--- config.mk ---
export PLATFORM = sky130hd
export DESIGN_NAME = rv32_hazard_ctrl
export DESIGN_NICKNAME = d
export VERILOG_FILES = /design/src/rtl/rv32_hazard_pkg.sv /design/src/rtl/rv32_hazard_counter.sv /design/src/rtl/rv32_hazard_ctrl.sv
export SDC_FILE = /design/constraint.sdc
export NUM_CORES = 1
export LEC_CHECK = 0
export BUFFER_PORTS_ARGS = -buffer_cell sky130_fd_sc_hd__buf_2
export CAP_MARGIN = 40
export CORE_ASPECT_RATIO = 1.25
export CORE_MARGIN = 2
export CORE_UTILIZATION = 45
export CTS_CLUSTER_DIAMETER = 60
export DETAILED_ROUTE_END_ITERATION = 16
export GPL_ROUTABILITY_DRIVEN = 0
export HOLD_SLACK_MARGIN = 0.06
export PLACE_DENSITY = 0.83
export SYNTH_ARGS = -nofsm -noshare
export SYNTH_HDL_FRONTEND = slang
export SYNTH_SLANG_ARGS = --single-unit
--- constraint.sdc ---
create_clock -name clk -period 4.4 [get_ports clk]
set_input_delay 0.88 -clock clk [delete_from_list [all_inputs] [get_ports clk]]
set_output_delay 0.88 -clock clk [all_outputs]
set_load 0.05 [all_outputs]
--- src/rtl/rv32_hazard_pkg.sv ---
// rv32_hazard_pkg: shared types and defaults for the hazard controller.
// Optional bus timeout is enabled by defining RV32_HAZARD_TIMEOUT_EN.
package rv32_hazard_pkg;

   localparam logic [1:0] ENC_IDLE      = 2'b00;
   localparam logic [1:0] ENC_DATA_WAIT = 2'b01;
   localparam logic [1:0] ENC_REDIRECT  = 2'b10;
   localparam logic [1:0] ENC_FENCE     = 2'b11;

   typedef enum logic [1:0] {
      ST_IDLE      = ENC_IDLE,
      ST_DATA_WAIT = ENC_DATA_WAIT,
      ST_REDIRECT  = ENC_REDIRECT,
      ST_FENCE     = ENC_FENCE
   } rv32_hazard_state_t;

   localparam int FENCE_CYCLES_DEF   = 4;
   localparam int TIMEOUT_CYCLES_DEF = 255;

   // One width serves both counter instances; never narrower than 8 bits.
   function automatic int cnt_width(input int a, input int b);
      int m;
      int w;
      m = (a > b) ? a : b;
      w = $clog2(m + 1);
      return (w < 8) ? 8 : w;
   endfunction

endpackage

--- src/rtl/rv32_hazard_counter.sv ---
// rv32_hazard_counter: load/decrement/clear down-counter with
// zero and last-count flags, shared by fence drain and bus timeout.
module rv32_hazard_counter #(
   parameter int W = 8
) (
   input  logic         clk,
   input  logic         reset_,
   input  logic         clear,
   input  logic         load,
   input  logic [W-1:0] load_value,
   input  logic         dec,
   output logic         zero,
   output logic         one
);

   logic [W-1:0] count;

   always_ff @(posedge clk or negedge reset_) begin
      if (!reset_) begin
         count <= '0;
      end else if (clear) begin
         count <= '0;
      end else if (load) begin
         count <= load_value;
      end else if (dec && count != '0) begin
         count <= count - W'(1);
      end
   end

   assign zero = (count == '0);
   assign one  = (count == W'(1));

endmodule

--- src/rtl/rv32_hazard_ctrl.sv ---
// rv32_hazard_ctrl: per-stage stall/flush scheduler for the RV32 pipe.
// Define RV32_HAZARD_TIMEOUT_EN to add the sticky data-bus timeout.
module rv32_hazard_ctrl
   import rv32_hazard_pkg::*;
#(
   parameter int FENCE_CYCLES   = FENCE_CYCLES_DEF,
   parameter int TIMEOUT_CYCLES = TIMEOUT_CYCLES_DEF
) (
   input  logic       clk,
   input  logic       reset_,
   input  logic [4:0] decode_rs1_in,
   input  logic [4:0] decode_rs2_in,
   input  logic       decode_rs1_read_in,
   input  logic       decode_rs2_read_in,
   input  logic       execute_valid_in,
   input  logic       execute_mem_read_in,
   input  logic [4:0] execute_rd_in,
   input  logic       execute_rd_write_in,
   input  logic       mem_valid_in,
   input  logic       mem_read_in,
   input  logic       mem_write_in,
   input  logic       mem_fence_in,
   input  logic       mem_mispredict_in,
   input  logic       instr_ready_in,
   input  logic       data_ready_in,
   output logic       fetch_stall_out,
   output logic       decode_stall_out,
   output logic       execute_stall_out,
   output logic       mem_stall_out,
   output logic       fetch_flush_out,
   output logic       decode_flush_out,
   output logic       execute_flush_out,
   output logic       mem_flush_out,
   output logic       bus_error_out
);

   localparam int CW = cnt_width(FENCE_CYCLES, TIMEOUT_CYCLES);
   localparam logic [CW-1:0] FENCE_LOAD = CW'(FENCE_CYCLES);

   rv32_hazard_state_t state, next;

   logic mem_access, dwait, mispred, fence_ev;
   logic load_use, iwait, rs_hit;
   logic fs, ds, es, ms, ff, df, ef, mf;
   logic f_load, f_dec, f_clear, f_zero, f_one;

   assign mem_access = mem_valid_in & (mem_read_in | mem_write_in);
   assign dwait      = mem_access & ~data_ready_in;
   assign mispred    = mem_valid_in & mem_mispredict_in;
   assign fence_ev   = mem_valid_in & mem_fence_in;
   assign iwait      = ~instr_ready_in;

   assign rs_hit =
      (decode_rs1_read_in & (decode_rs1_in == execute_rd_in)) |
      (decode_rs2_read_in & (decode_rs2_in == execute_rd_in));

   assign load_use = execute_valid_in & execute_mem_read_in &
                     execute_rd_write_in &
                     (execute_rd_in != 5'd0) & rs_hit;

   rv32_hazard_counter #(.W(CW)) u_fence_cnt (
      .clk        (clk),
      .reset_     (reset_),
      .clear      (f_clear),
      .load       (f_load),
      .load_value (FENCE_LOAD),
      .dec        (f_dec),
      .zero       (f_zero),
      .one        (f_one)
   );

`ifdef RV32_HAZARD_TIMEOUT_EN
   // Loaded on the first wait cycle, so it fires on wait cycle N.
   localparam logic [CW-1:0] TIMEOUT_LOAD = CW'(TIMEOUT_CYCLES - 1);

   logic t_load, t_dec, t_clear, t_zero, t_one;
   logic timeout, bus_error;

   rv32_hazard_counter #(.W(CW)) u_wait_cnt (
      .clk        (clk),
      .reset_     (reset_),
      .clear      (t_clear),
      .load       (t_load),
      .load_value (TIMEOUT_LOAD),
      .dec        (t_dec),
      .zero       (t_zero),
      .one        (t_one)
   );

   always_ff @(posedge clk or negedge reset_) begin
      if (!reset_) begin
         bus_error <= 1'b0;
      end else if (timeout) begin
         bus_error <= 1'b1;
      end
   end

   assign bus_error_out = bus_error;
`else
   assign bus_error_out = 1'b0;
`endif

   always_ff @(posedge clk or negedge reset_) begin
      if (!reset_) begin
         state <= ST_IDLE;
      end else begin
         state <= next;
      end
   end

   always_comb begin
      next    = ST_IDLE;
      fs      = 1'b0;
      ds      = 1'b0;
      es      = 1'b0;
      ms      = 1'b0;
      ff      = 1'b0;
      df      = 1'b0;
      ef      = 1'b0;
      mf      = 1'b0;
      f_load  = 1'b0;
      f_dec   = 1'b0;
      f_clear = 1'b0;
`ifdef RV32_HAZARD_TIMEOUT_EN
      t_load  = 1'b0;
      t_dec   = 1'b0;
      t_clear = 1'b1;
      timeout = 1'b0;
`endif
      if (dwait) begin
         {fs, ds, es, ms} = 4'hF;
         next    = ST_DATA_WAIT;
         f_clear = (state == ST_FENCE);
`ifdef RV32_HAZARD_TIMEOUT_EN
         t_clear = 1'b0;
         if (state != ST_DATA_WAIT) begin
            t_load = 1'b1;
         end else if (t_one | t_zero) begin
            timeout = 1'b1;
            mf      = 1'b1;
            next    = ST_IDLE;
         end else begin
            t_dec = 1'b1;
         end
`endif
      end else if (mispred) begin
         {ff, df, ef} = 3'b111;
         next    = ST_REDIRECT;
         f_clear = 1'b1;
      end else if (state == ST_FENCE) begin
         f_dec = 1'b1;
         // The zero check only guards against a lost count.
         if (f_one | f_zero) begin
            ff = 1'b1;
            df = 1'b1;
         end else begin
            {fs, ds, es} = 3'b111;
            mf   = 1'b1;
            next = ST_FENCE;
         end
      end else begin
         ff = (state == ST_REDIRECT);
         if (fence_ev) begin
            {fs, ds, es} = 3'b111;
            mf     = 1'b1;
            f_load = 1'b1;
            next   = ST_FENCE;
         end else if (load_use) begin
            fs = 1'b1;
            ds = 1'b1;
            ef = 1'b1;
         end else if (iwait && state != ST_REDIRECT) begin
            fs = 1'b1;
            ff = 1'b1;
         end
      end
   end

   // Outputs drop the moment reset asserts, not at the next edge.
   assign fetch_stall_out   = fs & reset_;
   assign decode_stall_out  = ds & reset_;
   assign execute_stall_out = es & reset_;
   assign mem_stall_out     = ms & reset_;
   assign fetch_flush_out   = ff & reset_;
   assign decode_flush_out  = df & reset_;
   assign execute_flush_out = ef & reset_;
   assign mem_flush_out     = mf & reset_;

endmodule

After elaboration in Yosys (flattened, before gate mapping)
Cells that the tools add are included.
{ "classes": {"addsub": 1, "eq_ne": 6, "mux": 48, "bitwise": 23, "reduce_logical": 6} }
{ "ops": {"columns": ["cell", "n"], "rows": [
  ["two-way mux 1 bit", 40],
  ["two-way mux 8 bit", 3],
  ["AND 1 bit", 18],
  ["equality test 5 bit", 2],
  ["two-way mux 2 bit", 5],
  ["equality test 8 x 1 -> 1 bit, second input constant", 1],
  ["logical NOT 8 bit", 1],
  ["nonzero test 8 bit", 1],
  ["subtractor 8 x 1 -> 8 bit, second input constant", 1],
  ["nonzero test 5 bit", 1],
  ["equality test 2 bit, second input constant", 2],
  ["OR 1 bit", 3],
  ["nonzero test 3 bit", 1],
  ["logical AND 1 bit", 2],
  ["inequality test 2 bit, second input constant", 1],
  ["inverter 1 bit", 2]
]} }
{ "word_totals": {"ff_bits": 10, "input_bits": 29, "output_inout_bits": 9, "word_cells": 86} }

Logic depth before layout (Yosys ltp)
Gate-level depths: netlist (run 1).
{ "logic_depth": {"word_depth": 10, "depth_mapped": 7, "ltp_nobuf": 7} }

Cells and area by module
Synthesis (run 1) repeated with hierarchy kept, for this count alone.
{ "hier_totals": {"cells_unflattened": 127, "area_unflattened_um2": 1056.0} }
{ "by_module_without_submodules": {"columns": ["module", "n_inst", "cells_per_inst", "area_each_um2", "seq_area_each_um2"], "rows": [
  ["rv32_hazard_counter", 1, 67, 611.8, 200.2],
  ["rv32_hazard_ctrl", 1, 60, 444.2, 50.0]
]} }

Worst setup path after synthesis (run 1)
No wires, ideal clock.
{ "synth_path": {"path_kind": "in2out", "startpoint": "in execute_rd_in[1]", "endpoint": "out fetch_stall_out", "arrival_ns": 2.557, "required_time_ns": 3.520, "setup_slack_ns": 0.963, "stages": 5, "n_path_buf": 0, "cell_sequence": "xnor2_1 -> nand4_1 -> o22ai_1 -> a21oi_1 -> o21ai_0"} }
{ "synth_between": {"elab_chain_cells": 10, "word_cells_on_any_way": 14, "classes_between": "eq/ne: 2; mux: 5; bitwise: 6; reduce/logical: 1"} }
{ "synth_rtl": {"columns": ["item", "line", "text"], "rows": [
  ["start, declared", "rv32_hazard_ctrl.sv:17", "input logic [4:0] execute_rd_in,"],
  ["equality test 5 bit (on tied branches)", "rv32_hazard_ctrl.sv:54, rv32_hazard_ctrl.sv:55", null],
  ["AND 1 bit (on tied branches)", "rv32_hazard_ctrl.sv:54, rv32_hazard_ctrl.sv:55", null],
  ["OR 1 bit", "rv32_hazard_ctrl.sv:54", "(decode_rs1_read_in & (decode_rs1_in == execute_rd_in)) |"],
  ["AND 1 bit (*)", "rv32_hazard_ctrl.sv:59", "(execute_rd_in != 5'd0) & rs_hit;"],
  ["two-way mux 1 bit (*)", "rv32_hazard_ctrl.sv:168", "end else if (load_use) begin"],
  ["two-way mux 1 bit (*)", "rv32_hazard_ctrl.sv:163", "if (fence_ev) begin"],
  ["two-way mux 1 bit (*)", "rv32_hazard_ctrl.sv:150", "end else if (state == ST_FENCE) begin"],
  ["two-way mux 1 bit (*)", "rv32_hazard_ctrl.sv:146", "end else if (mispred) begin"],
  ["two-way mux 1 bit (*)", "rv32_hazard_ctrl.sv:130", "if (dwait) begin"],
  ["AND 1 bit (*)", "rv32_hazard_ctrl.sv:180", "assign fetch_stall_out = fs & reset_;"],
  ["end, declared", "rv32_hazard_ctrl.sv:26", "output logic fetch_stall_out,"]
]} }
Mark *: on every way between the ends. The rest lies on a longest branch, timed or not.

Worst setup path after layout (run 1)
{ "layout_path": {"startpoint": "in execute_rd_in[2]", "endpoint": "out fetch_flush_out"} }
{ "layout_between": {"elab_chain_cells": 10, "word_cells_on_any_way": 14, "classes_between": "eq/ne: 2; mux: 5; bitwise: 6; reduce/logical: 1"} }
{ "layout_rtl": {"columns": ["item", "line", "text"], "rows": [
  ["equality test 5 bit (on tied branches)", "rv32_hazard_ctrl.sv:54, rv32_hazard_ctrl.sv:55", null],
  ["AND 1 bit (on tied branches)", "rv32_hazard_ctrl.sv:54, rv32_hazard_ctrl.sv:55", null],
  ["OR 1 bit", "rv32_hazard_ctrl.sv:54", null],
  ["AND 1 bit (*)", "rv32_hazard_ctrl.sv:59", null],
  ["two-way mux 1 bit (*)", "rv32_hazard_ctrl.sv:168", null],
  ["two-way mux 1 bit (*)", "rv32_hazard_ctrl.sv:163", null],
  ["two-way mux 1 bit (*)", "rv32_hazard_ctrl.sv:150", null],
  ["two-way mux 1 bit (*)", "rv32_hazard_ctrl.sv:146", null],
  ["two-way mux 1 bit (*)", "rv32_hazard_ctrl.sv:130", null],
  ["AND 1 bit (*)", "rv32_hazard_ctrl.sv:184", "assign fetch_flush_out = ff & reset_;"],
  ["end, declared", "rv32_hazard_ctrl.sv:30", "output logic fetch_flush_out,"]
]} }
Marks and branches as above.

==> flow_metrics.py, run 1 <==
metrics = {
    "outcome": {
        "status": "complete, no violations",
    },
    "place": {
        "portBuffers": 36,
        "placed_area_um2": 1070,
        "dp_hpwl_um": 1700,
        "numPlacedInstances": 160,
    },
    "global_routing": {
        "grt_pass1_vias": 917,
        "grt.total_usage_pct": 20.5,
        "overflow": 0,
        "grt_first_pass_wirelength_um": 3640,
        "antenna_found_initial": 0,
        "grt_max_degree": 16,
    },
    "synthesis": {
        "async_reset_ff_share_pct": 100,
        "synth_area_per_cell_um2": 8.23,
        "synth-seq-cells": 10,
        "syn_inst": 107,
        "netlist_area_um2": 881,
        "synth_cell_types": 40,
        "synthFlopType": "dfrtp_1",
        "synth_edf_count": 0,
        "synth_seq_area_share_pct": 28.4,
        "syn_nets": 138,
        "ys_warn_count": 0,
    },
    "floorplanning": {
        "ioPinCount": 38,
        "start_util_pct": 48.7,
        "die_h_um": 53.5,
        "num_rows": 17,
        "core_area_um2": 1810,
        "fp.dieW_um": 43.6,
        "die-area_um2": 2330,
    },
    "cts": {
        "post_cts_resized": 0,
        "htree_levels": 1,
        "hold_buffers": 0,
        "clkSlewWorstSetupHoldPaths_ns": 0.07,
        "insertion_delay_ns": 0.27,
        "cts_tree": "done",
        "clockBufferDepth": 2,
        "clock-sinks": 10,
        "cts_root_buf": "clkbuf_4",
        "numCtsBuffers": 3,
        "postCtsSetupBuffers": 0,
    },
    "flow_run": {
        "maxCapViolations": 0,
    },
    "timing": {
        "post-route-min-period_ns": 3.09,
        "fin_crit_sh_pct": 70.1,
        "skew_ns": 0.00106,
        "hold_violations": 0,
        "tightest_slew_ns": 0.632,
        "final.setup.tns_ns": 0,
        "fmax_ghz": 0.324,
        "setup_viol": 0,
        "relSlewSlack_pct": 57.7,
        "rsz0062_at_grt": "no",
        "drv_slew": 0,
    },
    "layout": {
        "diodes": 0,
        "syn_to_final_growth_pct": 25.1,
        "final_nets": 177,
        "drive_above_1_share_pct": 31.0,
        "layout.cells.non_filler": 164,
        "fin_area_um2": 1100,
        "nFillCells": 165,
        "final_util_pct": 61.0,
    },
    "worst_setup_path": {
        "r2r-end": "u_fence_cnt.count[3]",
        "r2r_cells": 5,
        "critPathKind": "in -> out",
        "worstPathArrival_ns": 2.21,
        "reg2reg_from": "state[1]",
        "end_kind": "output pin",
        "startpoint": "execute_rd_in[2]",
        "rrSetupSlack_ns": 2.60,
        "crit_path_start_kind": "input port",
        "cp_data_required_time_ns": 3.52,
        "crit_fanout": 4,
    },
    "route": {
        "drt_first_pass_iters": 5,
        "drt_iter0_markers": 28,
        "via_count": 946,
        "ant_nets": 0,
        "wire_per_inst_um": 12.8,
        "vias_per_cell": 5.77,
        "drc": 0,
        "drt_wl_total_um": 2100,
    },
    "pwr": {
        "power_density_nw_per_um2": 347,
        "p_leak_nw": 0.532,
        "irDropWorstVdd_v": 0.000225,
    },
    "min_path": {
        "hold_path.class": "in -> async",
    },
}
-- state kept, by name, summed over array words and instances (netlist names) --
register,count
u_fence_cnt.count,8
state,2
-- cell families (layout without fill, tap and decap cells) --
family | count (synthesis) | in the layout | share of synthesized area (%)
adder cells (fa/ha/maj) | 2 | 2 | 2.84
AND/OR/NAND/NOR | 44 | 44 | 24.6
buffers and inverters | 6 | 44 | 3.83
XOR/XNOR | 13 | 13 | 12.9
AO/OA/AOI/OAI | 30 | 30 | 25.9
multiplexers | 1 | 1 | 1.14
flip-flops | 10 | 10 | 28.4
other | 1 | 1 | 0.426
-- through the flow --
stage | total power, mW | hold slack [ns] | setup slack [ns]
2_1_floorplan | 0.253 | 0.518 | 0.963
3_3_place_gp | 0.292 | 0.534 | 1.38
3_5_place_dp | 0.300 | 0.537 | 1.32
4_1_cts | 0.382 | 0.502 | 1.33
5_1_grt | 0.412 | 0.514 | 1.21
6_report | 0.382 | 0.491 | 1.31
-- power by group --
group / leakage, nW / internal [mW] / switching [mW]
Combinational: 0.377 / 0.0652 / 0.109
Clock: 0.0210 / 0.0503 / 0.0331
Sequential: 0.134 / 0.106 / 0.0191
-- synth_stat cells, types with 2 or more instances --
cell type	n	area share, %
nor2b_1	3	2.1
nand2_1	11	4.7
xor2_1	2	2.0
dfrtp_1	10	28
nand4_1	2	1.4
or3_1	3	2.1
and2_1	2	1.4
nor2_1	11	4.7
ha_1	2	2.8
o2111ai_1	2	2.0
xnor2_1	11	11
inv_1	4	1.7
o31ai_1	3	2.6
or4_1	2	1.7
o21ai_0	2	1.1
a21oi_1	9	5.1
nand3_1	3	1.7
nor3_1	3	1.7
-- area by class of cell --
| cell class | count | area, um^2 | area share, % |
|---|---|---|---|
| Inverter | 4 | 15.0 | 1.36 |
| Tap cell | 19 | 23.8 | 2.16 |
| Clock buffer | 4 | 36.3 | 3.29 |
| Sequential cell | 10 | 250 | 22.7 |
| Timing Repair Buffer | 36 | 180 | 16.3 |
| Multi-Input combinational cell | 91 | 597 | 54.1 |
-- worst max-delay path by stage --
stage	endpoint
6_report	fetch_flush_out
3_3_place_gp	fetch_flush_out
3_5_place_dp	fetch_flush_out
4_1_cts	fetch_flush_out
5_1_grt	fetch_flush_out
2_1_floorplan	fetch_stall_out
-- placed cells by master (no fill, tap or decap), types with 2 or more instances in the layout --
cell type	n
o21ai_0	2
ha_1	2
nand2_1	11
nand4_1	2
nor2_1	11
and2_1	2
nand3_1	3
a21oi_1	9
inv_1	4
clkbuf_4	3
xnor2_1	11
nor3_1	3
o31ai_1	3
xor2_1	2
dfrtp_1	10
or4_1	2
nor2b_1	3
buf_2	36
or3_1	3
o2111ai_1	2
-- per-layer routing --
metal / vias up / wire (um) / track usage [%]
li1: 464 / - / -
met1: 442 / 819 / 23.1
met2: 32 / 1100 / 38.0
met3: 8 / 134 / 3.07
met4: 0 / 48 / 7.58
met5: - / 0 / 0
-- worst max-delay path: stages --
cell     delay, ns
buf_2         0.13
xnor2_1       0.19
nand4_1       0.12
o22ai_1       0.27
a21oi_1       0.11
o311a_1       0.29
buf_2         0.21
No activity file was read; power rests on OpenSTA's default activity.
==> inputs of run 2 (changes only) <==
--- a/config.mk
+++ b/config.mk
@@ -9,12 +9,12 @@
 export CAP_MARGIN = 40
 export CORE_ASPECT_RATIO = 1.25
 export CORE_MARGIN = 2
-export CORE_UTILIZATION = 45
+export CORE_UTILIZATION = 42
 export CTS_CLUSTER_DIAMETER = 60
 export DETAILED_ROUTE_END_ITERATION = 16
 export GPL_ROUTABILITY_DRIVEN = 0
 export HOLD_SLACK_MARGIN = 0.06
-export PLACE_DENSITY = 0.83
+export PLACE_DENSITY = 0.82
 export SYNTH_ARGS = -nofsm -noshare
 export SYNTH_HDL_FRONTEND = slang
 export SYNTH_SLANG_ARGS = --single-unit
==> constraint.sdc (replaced) <==
create_clock -name clk -period 2.8 [get_ports clk]
set_input_delay 0.56 -clock clk [delete_from_list [all_inputs] [get_ports clk]]
set_output_delay 0.56 -clock clk [all_outputs]
set_load 0.05 [all_outputs]
==> flow_metrics.py, run 2 (synthesis gave the netlist of run 1 again) <==
metrics = {
    "worst_setup_path": {
        "r2r_cells": 5,
        "end_kind": "output pin",
        "critPathKind": "reg -> out",
        "crit_path_start_kind": "flop",
        "rrSetupSlack_ns": 0.99,
        "cp_data_required_time_ns": 2.24,
        "crit_fanout": 5,
        "reg2reg_from": "state[1]",
        "worstPathArrival_ns": 2.10,
        "r2r-end": "u_fence_cnt.count[3]",
    },
    "pwr": {
        "p_clk_share_pct": 16.4,
        "internal_power_mw": 0.320,
        "p_leak_nw": 0.527,
        "switching_share_pct": 43.4,
        "p_switching_mw": 0.245,
        "pwr-share-comb_pct": 48.6,
        "irDropWorstVdd_v": 0.000320,
        "power_density_nw_per_um2": 515,
        "p_seq_share_pct": 35.0,
    },
    "floorplanning": {
        "num_rows": 18,
        "core_area_um2": 1980,
        "die-area_um2": 2480,
        "die_h_um": 55.2,
        "fp.dieW_um": 45.0,
        "ioPinCount": 38,
        "start_util_pct": 44.4,
    },
    "timing": {
        "setup_viol": 0,
        "hold_violations": 0,
        "relSlewSlack_pct": 56.2,
        "fin_crit_sh_pct": 95.1,
        "skew_ns": 0.00255,
        "fmax_ghz": 0.376,
        "tightest_slew_ns": 0.654,
        "drv_slew": 0,
        "post-route-min-period_ns": 2.66,
        "rsz0062_at_grt": "no",
        "hold_slack_ns": 0.182,
    },
    "cts": {
        "insertion_delay_ns": 0.26,
        "clkSlewWorstSetupHoldPaths_ns": 0.06,
        "numCtsBuffers": 3,
        "hold_buffers": 0,
        "cts_tree": "done",
        "clockBufferDepth": 2,
        "clock-sinks": 10,
        "cts_root_buf": "clkbuf_4",
        "htree_levels": 1,
    },
    "place": {
        "numPlacedInstances": 161,
        "placed_area_um2": 1070,
        "dp_hpwl_um": 1710,
        "portBuffers": 36,
    },
    "global_routing": {
        "antenna_found_initial": 0,
        "overflow": 0,
        "grt_first_pass_wirelength_um": 3480,
        "grt_max_degree": 16,
        "grt.total_usage_pct": 18.1,
        "grt_pass1_vias": 891,
    },
    "layout": {
        "seq_area_um2": 250,
        "syn_to_final_growth_pct": 24.3,
        "final_common_cell": "buf_2",
        "nFillCells": 198,
        "reg_top3": "u_fence_cnt.count (8), state (2)",
        "drive_above_1_share_pct": 31.3,
        "largest_register_ffs": 8,
        "regMostFlops": "u_fence_cnt.count",
        "layout.cells.non_filler": 164,
        "fin_area_um2": 1090,
        "final_nets": 177,
        "final_util_pct": 55.2,
        "diodes": 0,
        "mostFrequentLayoutCells": "buf_2, nand2_1, xnor2_1, nor2_1, dfrtp_1",
        "multi_input_area_um2": 602,
    },
    "min_path": {
        "hold_path.class": "in -> async",
    },
    "route": {
        "ant_nets": 0,
        "drt_first_pass_iters": 4,
        "vias_per_cell": 5.57,
        "drt_iter0_markers": 10,
        "drt_wl_total_um": 2120,
        "via_count": 914,
        "wire_per_inst_um": 12.9,
        "drc": 0,
    },
    "outcome": {
        "status": "complete, no violations",
    },
    "flow_run": {
        "maxCapViolations": 0,
    },
}
[run 2: worst max-delay path by stage]
stage,startpoint,endpoint,slack (ns),cells past startpoint
final,u_fence_cnt.count[3],decode_stall_out,0.14,6
after global routing,u_fence_cnt.count[2],decode_stall_out,0.02,6
after CTS,u_fence_cnt.count[0],decode_stall_out,0.11,8
after detailed placement,execute_rd_in[2],fetch_flush_out,0.34,7
after global placement,execute_rd_in[3],fetch_flush_out,0.42,7
after floorplan,u_fence_cnt.count[0],decode_stall_out,-0.05,7
[run 2: power groups by stage]
stage | clock network, mW | logic (mW) | registers, mW
2_1_floorplan | 0 | 0.206 | 0.191
3_3_place_gp | 0 | 0.263 | 0.196
3_5_place_dp | 0 | 0.271 | 0.198
4_1_cts | 0.0984 | 0.273 | 0.196
5_1_grt | 0.102 | 0.303 | 0.203
6_report | 0.0927 | 0.274 | 0.198
[run 2: through the flow]
| stage | setup slack, ns | power, mW | TNS [ns] |
|---|---|---|---|
| detailed placement | 0.343 | 0.470 | 0 |
| CTS | 0.107 | 0.567 | 0 |
| global route | 0.0188 | 0.609 | 0 |
| global placement | 0.417 | 0.459 | 0 |
| finish | 0.138 | 0.564 | 0 |
| floorplan | -0.0528 | 0.397 | -0.106 |
[run 2: final cells by class]
class	count	share of cell area, %
Tap cell	20	2.29
Sequential cell	10	22.9
Inverter	4	1.37
Timing Repair Buffer	36	16.5
Multi-Input combinational cell	91	55.0
Clock buffer	3	2.06
[run 2: worst max-delay path, stage by stage (launching register included)]
cell     delay [ns]
dfrtp_1        0.42
or3_1          0.46
or3_1          0.42
and2_1         0.18
nand2_1        0.07
o21ai_0        0.08
buf_2          0.21
[run 2: routing by layer]
layer	part of all wire (%)	track usage, %
met1	40	20.0
met2	53	32.7
met3	7.0	2.29
met4	0.47	7.56
met5	0	0
[run 2: what timing repair did]
item / 4_1_cts / 5_1_grt
setup endpoints to repair: 0 / 3
buffers inserted: 0 / 0
hold endpoints to repair: 0 / 0
gates resized for setup: 0 / 1
==> inputs of run 3 (changes only) <==
--- a/config.mk
+++ b/config.mk
@@ -9,12 +9,13 @@
 export CAP_MARGIN = 40
 export CORE_ASPECT_RATIO = 1.25
 export CORE_MARGIN = 2
-export CORE_UTILIZATION = 42
+export CORE_UTILIZATION = 45
 export CTS_CLUSTER_DIAMETER = 60
 export DETAILED_ROUTE_END_ITERATION = 16
 export GPL_ROUTABILITY_DRIVEN = 0
 export HOLD_SLACK_MARGIN = 0.06
-export PLACE_DENSITY = 0.82
+export PLACE_DENSITY = 0.84
 export SYNTH_ARGS = -nofsm -noshare
 export SYNTH_HDL_FRONTEND = slang
+export SYNTH_HIERARCHICAL = 1
 export SYNTH_SLANG_ARGS = --single-unit
==> constraint.sdc (replaced) <==
create_clock -name clk -period 2.9 [get_ports clk]
set_input_delay 0.58 -clock clk [delete_from_list [all_inputs] [get_ports clk]]
set_output_delay 0.58 -clock clk [all_outputs]
set_load 0.05 [all_outputs]
==> flow_metrics.py, run 3 <==
metrics = {
    "timing": {
        "hold_slack_ns": 0.217,
        "setup_slack_ns": 0.0638,
        "post-route-min-period_ns": 2.84,
        "skew_ns": 0.00238,
        "rsz0062_at_grt": "yes",
        "fmax_ghz": 0.353,
        "setup_viol": 0,
        "final.setup.tns_ns": 0,
        "hold_violations": 0,
        "drv_slew": 0,
        "fin_crit_sh_pct": 97.8,
    },
    "layout": {
        "mostFrequentLayoutCells": "buf_2, nor2_1, buf_4",
        "syn_to_final_growth_pct": 35.3,
        "final_util_pct": 64.6,
        "layout.cells.non_filler": 212,
        "reg_top3": "u_fence_cnt/count (8), state (2)",
        "final_nets": 214,
        "final_common_cell": "buf_2",
        "diodes": 0,
        "regMostFlops": "u_fence_cnt/count",
        "nFillCells": 181,
        "drive_above_1_share_pct": 36.5,
        "largest_register_ffs": 8,
    },
    "synthesis": {
        "yosysTopAreaCellShare_pct": 23.7,
        "synth_edf_count": 0,
        "synth_seq_area_share_pct": 23.7,
        "async_reset_ff_share_pct": 100,
        "synthTopCellsByCount": "nor2_1, dfrtp_1, xor2_1",
        "netlist_top_cells_area": "dfrtp_1, xor2_1, nor2_1",
        "yosys.area.top_type": "dfrtp_1",
        "synth-seq-cells": 10,
        "netlist_area_um2": 1060,
        "synth_cell_types": 54,
        "yosysMostFrequentCell": "nor2_1",
        "synthFlopType": "dfrtp_1",
        "syn_inst": 127,
        "synth_area_per_cell_um2": 8.32,
        "ys_warn_count": 6,
    },
    "worst_setup_path": {
        "cp_data_required_time_ns": 2.32,
        "reg2reg_from": "state[1]",
        "critPathKind": "reg -> out",
        "startpoint": "u_fence_cnt/count[1]",
        "crit_fanout": 4,
        "r2r_cells": 5,
        "r2r-end": "u_fence_cnt/count[3]",
        "worstPathArrival_ns": 2.26,
        "crit_path_start_kind": "flop",
        "crit_end": "decode_stall_out",
        "end_kind": "output pin",
        "rrSetupSlack_ns": 0.90,
    },
    "min_path": {
        "hold_path.class": "in -> async",
    },
    "cts": {
        "numCtsBuffers": 3,
        "htree_levels": 1,
        "hold_buffers": 0,
        "clkSlewWorstSetupHoldPaths_ns": 0.06,
        "clockBufferDepth": 2,
        "clock-sinks": 10,
        "cts_tree": "done",
        "cts_root_buf": "clkbuf_4",
        "insertion_delay_ns": 0.26,
    },
    "pwr": {
        "power_density_nw_per_um2": 589,
        "p_leak_nw": 0.643,
        "irDropWorstVdd_v": 0.000419,
    },
    "place": {
        "dp_hpwl_um": 2250,
        "numPlacedInstances": 204,
        "portBuffers": 36,
        "post-place-ws_ns": 0.0419,
    },
    "global_routing": {
        "grt_first_pass_wirelength_um": 4550,
        "grt_max_degree": 19,
        "overflow": 0,
        "grt.total_usage_pct": 22.0,
        "grt_pass1_vias": 1128,
        "antenna_found_initial": 0,
    },
    "route": {
        "via_count": 1168,
        "drc": 0,
        "vias_per_cell": 5.51,
        "drt_iter0_markers": 29,
        "ant_nets": 0,
        "wire_per_inst_um": 13.6,
        "drt_wl_total_um": 2890,
        "drt_first_pass_iters": 4,
    },
    "floorplanning": {
        "ioPinCount": 38,
        "start_util_pct": 47.8,
        "num_rows": 19,
        "die_h_um": 58.2,
        "die-area_um2": 2750,
        "fp.dieW_um": 47.3,
        "core_area_um2": 2210,
    },
    "flow_run": {
        "maxCapViolations": 0,
    },
    "outcome": {
        "status": "complete, no violations",
    },
}
## run 3: cell types whose count changed in the layout (fill, tap and decap cells not counted), sizes merged, moves of 4 or more
| cell | previous run | this run |
|---|---|---|
| xnor2 | 11 | 2 |
| a311oi | 0 | 5 |
| nand2 | 11 | 7 |
| conb | 1 | 9 |
| buf | 36 | 47 |
| nor4 | 0 | 4 |
| nor2 | 11 | 17 |
| a21oi | 9 | 1 |
| xor2 | 2 | 8 |
## run 3: where the power goes
group | internal, mW | total [mW] | switching [mW]
clock network | 0.0479 | 0.0936 | 0.0457
registers | 0.177 | 0.224 | 0.0470
logic | 0.247 | 0.523 | 0.276
## run 3: metal layers
metal,vias to the layer above,wire (um),GRT usage (%)
met1,526,1140,23.6
met4,0,11,6.75
met3,2,247,3.12
met5,-,0,0
li1,581,-,-
met2,59,1490,41.5
## run 3: stage by stage
stage	power [mW]	cell area, um^2
3_5_place_dp	0.645	1330
3_3_place_gp	0.624	1330
6_report	0.841	1430
5_1_grt	0.900	1430
2_1_floorplan	0.520	1090
4_1_cts	0.780	1390
## run 3: repair_timing
item	CTS	global route
buffers inserted	1	4
pin swaps	1	4
gates resized for setup	7	6
cloned	0	0
endpoints found under the setup margin	5	5
## run 3: area by class of cell
type,instances,area [um^2],share of cell area [%]
inverter,5,18.8,1.31
multi-input combinational,115,821,57.4
sequential,10,250,17.5
timing repair buffer,48,278,19.4
tap,31,38.8,2.71
clock buffer,3,22.5,1.58
## run 3: cells by family after synthesis
group / Yosys count / synth area share [%]
AOI/OAI and AO/OA: 32 / 26.8
xor gates and xnor gates: 10 / 8.29
adders and majority gates: 2 / 2.37
buffers and inverters: 9 / 4.38
DFF: 10 / 23.7
muxes: 1 / 0.948
other: 2 / 0.711
and+or+nand+nor: 61 / 32.8
## run 3: worst min-delay path by stage
| stage | to | depth (start not counted) | startpoint |
|---|---|---|---|
| after floorplan | state[0] | 0 | reset_ |
| after global placement | state[1] | 1 | reset_ |
| after detailed placement | state[1] | 1 | reset_ |
| after CTS | state[1] | 1 | reset_ |
| after global routing | u_fence_cnt/count[0] | 1 | reset_ |
| final | state[1] | 1 | reset_ |
## run 3: critical path, cell delays in order, from the launching register on
cell and delay [ns]:
dfrtp_1 0.41, inv_2 0.10, ha_4 0.14, or3b_4 0.40, nor2_4 0.10, o211a_1 0.22, o32ai_4 0.10, and2_4 0.18
o21bai_1 0.14, buf_4 0.20
